==> config.mk <==
export PLATFORM = sky130hd
export DESIGN_NAME = io_control
export DESIGN_NICKNAME = d
export VERILOG_FILES = /design/src/rtl/io_pkg.sv /design/src/rtl/io_req_slot.sv /design/src/rtl/io_control.sv
export SDC_FILE = /design/constraint.sdc
export NUM_CORES = 1
export LEC_CHECK = 0
export BUFFER_PORTS_ARGS = -buffer_cell sky130_fd_sc_hd__buf_2
export CAP_MARGIN = 20
export CORE_MARGIN = 2
export CORE_UTILIZATION = 25
export DETAILED_ROUTE_END_ITERATION = 12
export PLACE_DENSITY_LB_ADDON = 0.08
export SLEW_MARGIN = 0
export SYNTH_ARGS = -nofsm -noshare
export SYNTH_HDL_FRONTEND = slang
export SYNTH_HIERARCHICAL = 1
export SYNTH_SLANG_ARGS = --single-unit
==> constraint.sdc <==
create_clock -name clock -period 2.6 [get_ports clock]
set_input_delay 0.13 -clock clock [delete_from_list [all_inputs] [get_ports clock]]
set_output_delay 0.13 -clock clock [all_outputs]
set_load 0.05 [all_outputs]
==> src/rtl/io_pkg.sv <==
// Shared geometry constants and FSM state type for the io_control sequencer.
package io_pkg;

    localparam int unsigned DRAW_W       = 11;
    localparam int unsigned DRAW_H       = 15;
    localparam int unsigned DRAW_PIXELS  = 165;

    localparam int unsigned ERASE_W      = 141;
    localparam int unsigned ERASE_H      = 197;
    localparam int unsigned ERASE_PIXELS = 27777;
    localparam int unsigned ERASE_X0     = 89;
    localparam int unsigned ERASE_Y0     = 33;

    localparam int unsigned CNT_W        = 15;

    typedef enum logic [2:0] {
        StIdle,
        StLoad,
        StDraw,
        StErase,
        StDone
    } io_state_t;

endpackage

==> src/rtl/io_req_slot.sv <==
// Single-entry request holding slot with a one-cycle acknowledge pulse.
module io_req_slot #(
    parameter int unsigned PayloadW = 8,
    localparam int unsigned StoreW  = (PayloadW == 0) ? 1 : PayloadW
) (
    input  logic              clock,
    input  logic              resetn,
    input  logic              req_i,
    input  logic [StoreW-1:0] data_i,
    input  logic              take_i,
    output logic              full_o,
    output logic              ack_o,
    output logic [StoreW-1:0] data_o
);

    logic full_q, full_d;
    logic ack_q, ack_d;
    logic accept;

    // The ack term stops a still-high request from being taken twice.
    always_comb begin
        accept = req_i & ~full_q & ~ack_q;
        ack_d  = accept;
        full_d = full_q;
        if (accept) begin
            full_d = 1'b1;
        end else if (take_i) begin
            full_d = 1'b0;
        end
    end

    always_ff @(posedge clock or negedge resetn) begin
        if (!resetn) begin
            full_q <= 1'b0;
            ack_q  <= 1'b0;
        end else begin
            full_q <= full_d;
            ack_q  <= ack_d;
        end
    end

    assign full_o = full_q;
    assign ack_o  = ack_q;

    if (PayloadW == 0) begin : g_no_payload
        logic unused_data;
        assign unused_data = ^data_i;
        assign data_o      = '0;
    end else begin : g_payload
        logic [StoreW-1:0] data_q, data_d;

        always_comb begin
            data_d = accept ? data_i : data_q;
        end

        always_ff @(posedge clock or negedge resetn) begin
            if (!resetn) begin
                data_q <= '0;
            end else begin
                data_q <= data_d;
            end
        end

        assign data_o = data_q;
    end

endmodule

==> src/rtl/io_control.sv <==
// Draw/clear sequencer for io_datapath: arbitrates requests (clear first),
// counts pixels and drives the datapath controls plus the VGA plot strobe.
module io_control
    import io_pkg::*;
#(
    parameter int unsigned         COLOUR_W     = 3,
    parameter logic [COLOUR_W-1:0] ERASE_COLOUR = '0
) (
    input  logic                clock,
    input  logic                resetn,
    input  logic                draw_req,
    input  logic [7:0]          draw_x,
    input  logic [7:0]          draw_y,
    input  logic [COLOUR_W-1:0] draw_colour,
    output logic                draw_ack,
    input  logic                clear_req,
    output logic                clear_ack,
    output logic                dp_count_reset,
    output logic                dp_draw,
    output logic                dp_erase,
    output logic [7:0]          dp_x_in,
    output logic [7:0]          dp_y_in,
    output logic                plot,
    output logic [COLOUR_W-1:0] colour,
    output logic                busy,
    output logic                done
);

    localparam int unsigned DrawPayloadW = 16 + COLOUR_W;

    io_state_t             state_q, state_d;
    logic                  op_erase_q, op_erase_d;
    logic [7:0]            x_q, x_d, y_q, y_d;
    logic [COLOUR_W-1:0]   colour_q, colour_d;
    logic [CNT_W-1:0]      cnt_q, cnt_d;

    logic                    draw_full, clear_full, take_draw, take_clear;
    logic [DrawPayloadW-1:0] draw_slot_data;
    logic                    unused_clear_data;

    io_req_slot #(
        .PayloadW (DrawPayloadW)
    ) u_draw_slot (
        .clock  (clock),
        .resetn (resetn),
        .req_i  (draw_req),
        .data_i ({draw_x, draw_y, draw_colour}),
        .take_i (take_draw),
        .full_o (draw_full),
        .ack_o  (draw_ack),
        .data_o (draw_slot_data)
    );

    io_req_slot #(
        .PayloadW (0)
    ) u_clear_slot (
        .clock  (clock),
        .resetn (resetn),
        .req_i  (clear_req),
        .data_i (1'b0),
        .take_i (take_clear),
        .full_o (clear_full),
        .ack_o  (clear_ack),
        .data_o (unused_clear_data)
    );

    assign take_clear = (state_q == StIdle) & clear_full;
    assign take_draw  = (state_q == StIdle) & draw_full & ~clear_full;

    always_ff @(posedge clock or negedge resetn) begin
        if (!resetn) begin
            state_q    <= StIdle;
            op_erase_q <= 1'b0;
            x_q        <= '0;
            y_q        <= '0;
            colour_q   <= '0;
            cnt_q      <= '0;
        end else begin
            state_q    <= state_d;
            op_erase_q <= op_erase_d;
            x_q        <= x_d;
            y_q        <= y_d;
            colour_q   <= colour_d;
            cnt_q      <= cnt_d;
        end
    end

    always_comb begin
        state_d    = state_q;
        op_erase_d = op_erase_q;
        x_d        = x_q;
        y_d        = y_q;
        colour_d   = colour_q;
        cnt_d      = cnt_q;
        unique case (state_q)
            StIdle: begin
                if (take_clear) begin
                    state_d    = StLoad;
                    op_erase_d = 1'b1;
                end else if (take_draw) begin
                    state_d    = StLoad;
                    op_erase_d = 1'b0;
                end
            end
            StLoad: begin
                // Slot payload is still intact here: a new accept lands on this same edge.
                if (op_erase_q) begin
                    state_d = StErase;
                    x_d     = 8'(ERASE_X0);
                    y_d     = 8'(ERASE_Y0);
                    cnt_d   = CNT_W'(ERASE_PIXELS - 1);
                end else begin
                    state_d  = StDraw;
                    x_d      = draw_slot_data[DrawPayloadW-1 -: 8];
                    y_d      = draw_slot_data[COLOUR_W +: 8];
                    colour_d = draw_slot_data[COLOUR_W-1:0];
                    cnt_d    = CNT_W'(DRAW_PIXELS - 1);
                end
            end
            StDraw, StErase: begin
                if (cnt_q == '0) begin
                    state_d = StDone;
                end else begin
                    cnt_d = cnt_q - CNT_W'(1);
                end
            end
            StDone: state_d = StIdle;
            default: state_d = StIdle;
        endcase
    end

    always_comb begin
        dp_count_reset = 1'b0;
        dp_draw        = 1'b0;
        dp_erase       = 1'b0;
        plot           = 1'b0;
        colour         = '0;
        done           = 1'b0;
        unique case (state_q)
            StDraw: begin
                dp_count_reset = 1'b1;
                dp_draw        = 1'b1;
                plot           = 1'b1;
                colour         = colour_q;
            end
            StErase: begin
                dp_count_reset = 1'b1;
                dp_erase       = 1'b1;
                plot           = 1'b1;
                colour         = ERASE_COLOUR;
            end
            StDone: done = 1'b1;
            default: ;
        endcase
    end

    assign busy    = (state_q != StIdle) | draw_full | clear_full;
    assign dp_x_in = x_q;
    assign dp_y_in = y_q;

endmodule

**After elaboration in Yosys (flattened, before gate mapping)**

Index checks and enable logic that the tools add are counted.

- Reduce and logical (&&, ||, !) cells: 12
- Bitwise gates (word level): 14
- Multiplexer cells: 20
- Equality and inequality tests: 7
- Add/sub/neg operators: 1

Operators by type and width:

| kind | count |
|---|---|
| $mux 15 | 2 |
| $pmux 15 s2 | 1 |
| $mux 8 | 2 |
| $logic_not 15->1 | 1 |
| $sub 15x1->15 const B | 1 |
| $mux 3 | 4 |
| $mux 1 | 10 |
| $pmux 3 s3 | 1 |
| $reduce_and 2->1 | 4 |
| $reduce_bool 2->1 | 4 |
| $and 1x1->1 | 7 |
| $eq 3x2->1 const B | 2 |
| $not 1->1 | 5 |
| $eq 3x1->1 const B | 1 |
| $eq 3x3->1 const B | 1 |
| $logic_not 3->1 | 1 |
| $ne 3x3->1 const B | 1 |
| $reduce_bool 3->1 | 1 |
| $ne 2x1->1 const B | 1 |
| $ne 2x2->1 const B | 1 |
| $or 1x1->1 | 2 |
| $reduce_or 2->1 | 1 |

- Bits in registers: 61
- Logic and storage cells: 65

**Longest topological paths before layout**

- Depth in word-level cells: 6
- Gate-level depth with buffers: 7

**Hierarchy**

The synthesis kept the hierarchy.

By module, submodules not included:

| module | cells an instance | area each (um2) | instances | seq. area each (um2) |
|---|---|---|---|---|
| io_control | 213 | 1946.9 | 1 | 950.9 |
| io_req_slot at u_draw_slot | 45 | 792.0 | 1 | 525.5 |
| io_req_slot at u_clear_slot | 7 | 85.1 | 1 | 50.0 |

**Worst setup path after synthesis**

OpenSTA, ideal clock, no wires.

- Path type: register -> output
- Start: register state_q[2]
- End: output port colour[0]
- Data arrival time: 2.010 ns
- Cell stages (with the launch flop): 5
- Required time: 2.470 ns
- Slack: 0.460 ns
- Cells stage by stage: dfrtp_1 > nand2b_1 > clkbuf_1 > nor2_1 > and2_1

- Word-level cells in the longest chain between the ends: 2

RTL lines:

| item | RTL line | source |
|---|---|---|
| start: declaration | io_control.sv:31 | `io_state_t state_q, state_d;` |
| start signal: assignment | io_control.sv:72 | `state_q <= StIdle;` |
| start signal: assignment | io_control.sv:79 | `state_q <= state_d;` |
| $eq 3x2->1 | io_control.sv:139 | `unique case (state_q)` |
| $mux 3 | io_control.sv:139 |  |
| end: declaration | io_control.sv:24 | `output logic [COLOUR_W-1:0] colour,` |

No other way between the ends.

**Worst setup path after layout**

- Start: register cnt_q[9]
- End: register cnt_q[13]

- Word-level cells in the longest chain between the ends: 3
- Elaborated cells on any way between the ends: 6
- Classes of those cells: 1 x add/sub; 1 x eq/ne; 2 x mux; 2 x reduce/logical

RTL lines:

| item | RTL line | source |
|---|---|---|
| start: declaration | io_control.sv:35 | `logic [CNT_W-1:0] cnt_q, cnt_d;` |
| start signal: assignment | io_control.sv:84 | `cnt_q <= cnt_d;` |
| $sub 15x1->15 / $logic_not 15->1 (equally long branches) | io_control.sv:124, io_control.sv:121 |  |
| $mux 15 / $ne 2x2->1 (equally long branches) | - |  |
| $pmux 15 s2 / $reduce_and 2->1 (equally long branches) | - |  |

Parallel ways exist; a longest one is shown, timed or not. The select of a mux whose other input is x is not followed.
A chain may end at the register's enable or synchronous reset.

==> impl_summary.log <==
INFO  metric drive_above_1_share = between 30% and 40%
INFO  metric io-pin-count = 50
INFO  metric cp_data_arrival_time = 2280 ps
INFO  metric worstHoldPathType = in2reg
INFO  metric setup_viol_count_final = 0
INFO  metric detail_route.drc_violations = 0
INFO  metric setup.worst_path.start_class = register
INFO  metric fillerInstances = roughly 1.1k
INFO  metric track_usage = 12.71%
INFO  metric drt_pre_antenna_iters = 4
INFO  metric number_of_antenna_violations_at_the_first_check_in_global_routing = 0
INFO  metric num_antenna_cells = 0
INFO  metric via_per_inst = between 4 and 5
INFO  metric cts_max_level = 3
INFO  metric cp_top_family = simple AND/OR/NAND/NOR gates
INFO  metric slew_headroom = 48.64%
INFO  metric postCtsResizedCells = 0
INFO  metric die-height = approximately 110 µm
INFO  metric grt_overflow = 0
INFO  metric cts.clk_slew.worst_paths = approximately 70 ps
INFO  metric buffer_ports.inserted = ~50
INFO  metric worstPathCellList = or4_4 -> or4_4 -> o41a_1 -> o211ai_2
INFO  metric crit_path_top_delay_cell = or4_4
INFO  metric floorplan.initialDensity = 25.80%
INFO  metric antenna_violating_nets_post_route = 0
INFO  metric finalHoldViolations = 0
INFO  metric ctsRootBufferMaster = clkbuf_8
INFO  metric die-area = between 10000 and 15000 µm²
INFO  metric worst-endpoint-required = between 2000 and 3000 ps
INFO  metric mapped_cell_area = around 2800 µm²
INFO  metric worstSetupEndpointType = register
INFO  metric grt_first_pass_wirelength = 11.40 mm
INFO  metric synth_fp_nets = around 290
INFO  metric route.final.wire_length = between 6 and 7 mm
INFO  metric critical-path-max-stage-delay = approximately 560 ps
INFO  metric critPathKind = reg2reg
INFO  metric width_of_the_chip = 110 µm
INFO  metric final.setup_skew = ~9 ps
INFO  metric finalWorstPathRequiredPeriod = between 2000 and 2500 ps
INFO  metric layout-area-overhead-vs-synth = 24.01%
INFO  metric timing.critical_path.mode_cell = or4_4
INFO  metric timing.final.crit_share = between 70% and 80%
INFO  metric rsz0062_at_grt = false
INFO  metric leakage = 1.537 nW
INFO  metric cts_buffers = 9
INFO  metric routabilityCongestion = between 0.7 and 0.8
INFO  metric maximum_fanout_along_the_worst_path = 4
INFO  metric synth.avg_cell_area = approximately 11 µm²
INFO  metric cts_tree = done
INFO  metric drt_first_iter_violations = 73
INFO  metric via_count_of_the_first_global_routing_pass = ~2.2k
INFO  metric detailed_place_hpwl = ~4.7 mm
INFO  metric fp.coreArea = around 11000 µm²
INFO  metric synthesis.yosys.warnings = 6
INFO  metric detailroute.via_count = roughly 2.1k
INFO  metric tritoncts_num_sinks = 61
INFO  metric pin_count_of_the_biggest_net_entering_global_routing = 40
INFO  metric hold_slack = approximately 24 ps
INFO  metric clk_latency = 340 ps
INFO  metric fin_nets = approximately 340
INFO  metric clock_path_buffers = 2
INFO  metric fmax = 0.4945 GHz
INFO  metric worstPathBufferInverterCount = 0
INFO  metric power_per_cell_area = around 1200 nW/µm²
INFO  metric synth_cells = between 200 and 300
INFO  metric run_status = finished, final reports clean
INFO  metric maxCapViolations = 0
INFO  metric setup-tns-final = 0 ps
INFO  metric tightestPinTransition = between 700 and 800 ps
INFO  metric postCtsSetupBuffers = 0
INFO  metric std_cell_rows = 38
INFO  metric ir_worst_vdd = 0.5927 mV
INFO  metric average_wire_per_standard_cell = roughly 15 µm
INFO  metric timing_max_transition_violations_final = 0
routing by layer:
metal / vias to the layer above / GRT usage (%) / share of wire [%]
met4: 0 / 5.425 / 1.2
met1: 1043 / 16.37 / 47
met3: 7 / 3.704 / 4.7
li1: 1035 / - / -
met5: - / 0 / 0
met2: 41 / 19.85 / 47
metrics by stage:
stage	cells	total power, mW	worst slack [ps]	util, %	cell area, µm²
2_1_floorplan	262	2.953	459.6	-	2809
3_3_place_gp	443	3.379	624.2	29.49	3211
3_5_place_dp	443	3.396	593.3	29.49	3211
4_1_cts	464	4.360	547.9	31.99	3483
5_1_grt	464	4.598	446.2	31.99	3483
6_report	464	4.276	577.8	31.99	3483
final cells by class:
class | instances | area [µm²] | share of cell area (%)
inverter | 7 | 26.28 | 0.7543
clock buffer | 10 | 137.6 | 3.951
timing repair buffer | 63 | 365.4 | 10.49
clock inverter | 5 | 75.07 | 2.155
sequential | 61 | 1526 | 43.82
tap | 140 | 175.2 | 5.029
multi-input combinational | 178 | 1177 | 33.80
placed cells by master (no fill, tap or decap), drive strengths merged, types with 2 or more instances in the layout:
cell and count:
nor2 24, a211oi 2, nor3 11, nand2b 14
nand3 3, dfrtp 61, bufinv 2, a21o 4
o211ai 10, o21ai 13, nor4 6, or4 3
buf 57, nand4 3, o311ai 2, clkbuf 10
mux2 22, mux2i 7, and2 7, a21oi 5
clkinv 3, nand2 27, or3 2, inv 7
nor3b 3, dlygate4sd3 6
report_power, final:
part	internal (mW)	switching, mW
clock	0.556	0.372
sequential	1.36	0.364
combinational	0.596	1.03
total	2.51	1.77
path summary, 6_finish.rpt:
path	from	to	slack, ps	cells after the start
worst min register to register	u_clear_slot/ack_o	u_clear_slot/ack_o	450	1
worst max-delay path	cnt_q[9]	cnt_q[13]	580	4
max in group asynchronous	resetn	dp_x_in[7]	1520	3
worst max register to register	cnt_q[9]	cnt_q[13]	580	4
min in group asynchronous	resetn	cnt_q[0]	410	2
worst min-delay path	draw_x[3]	u_draw_slot/data_o[14]	20	2
repair_timing:
item                       in CTS  in global routing
hold endpoints to repair       35                  0
hold buffers                    6                  0
setup endpoints to repair       0                  0
state kept, by name (all words and copies together) (netlist names), 3 cells and up:
signal,count
u_draw_slot/data_o,19
cnt_q,15
dp_x_in,8
dp_y_in,8
colour_q,3
state_q,3
Power figures use the tool's default switching activity.
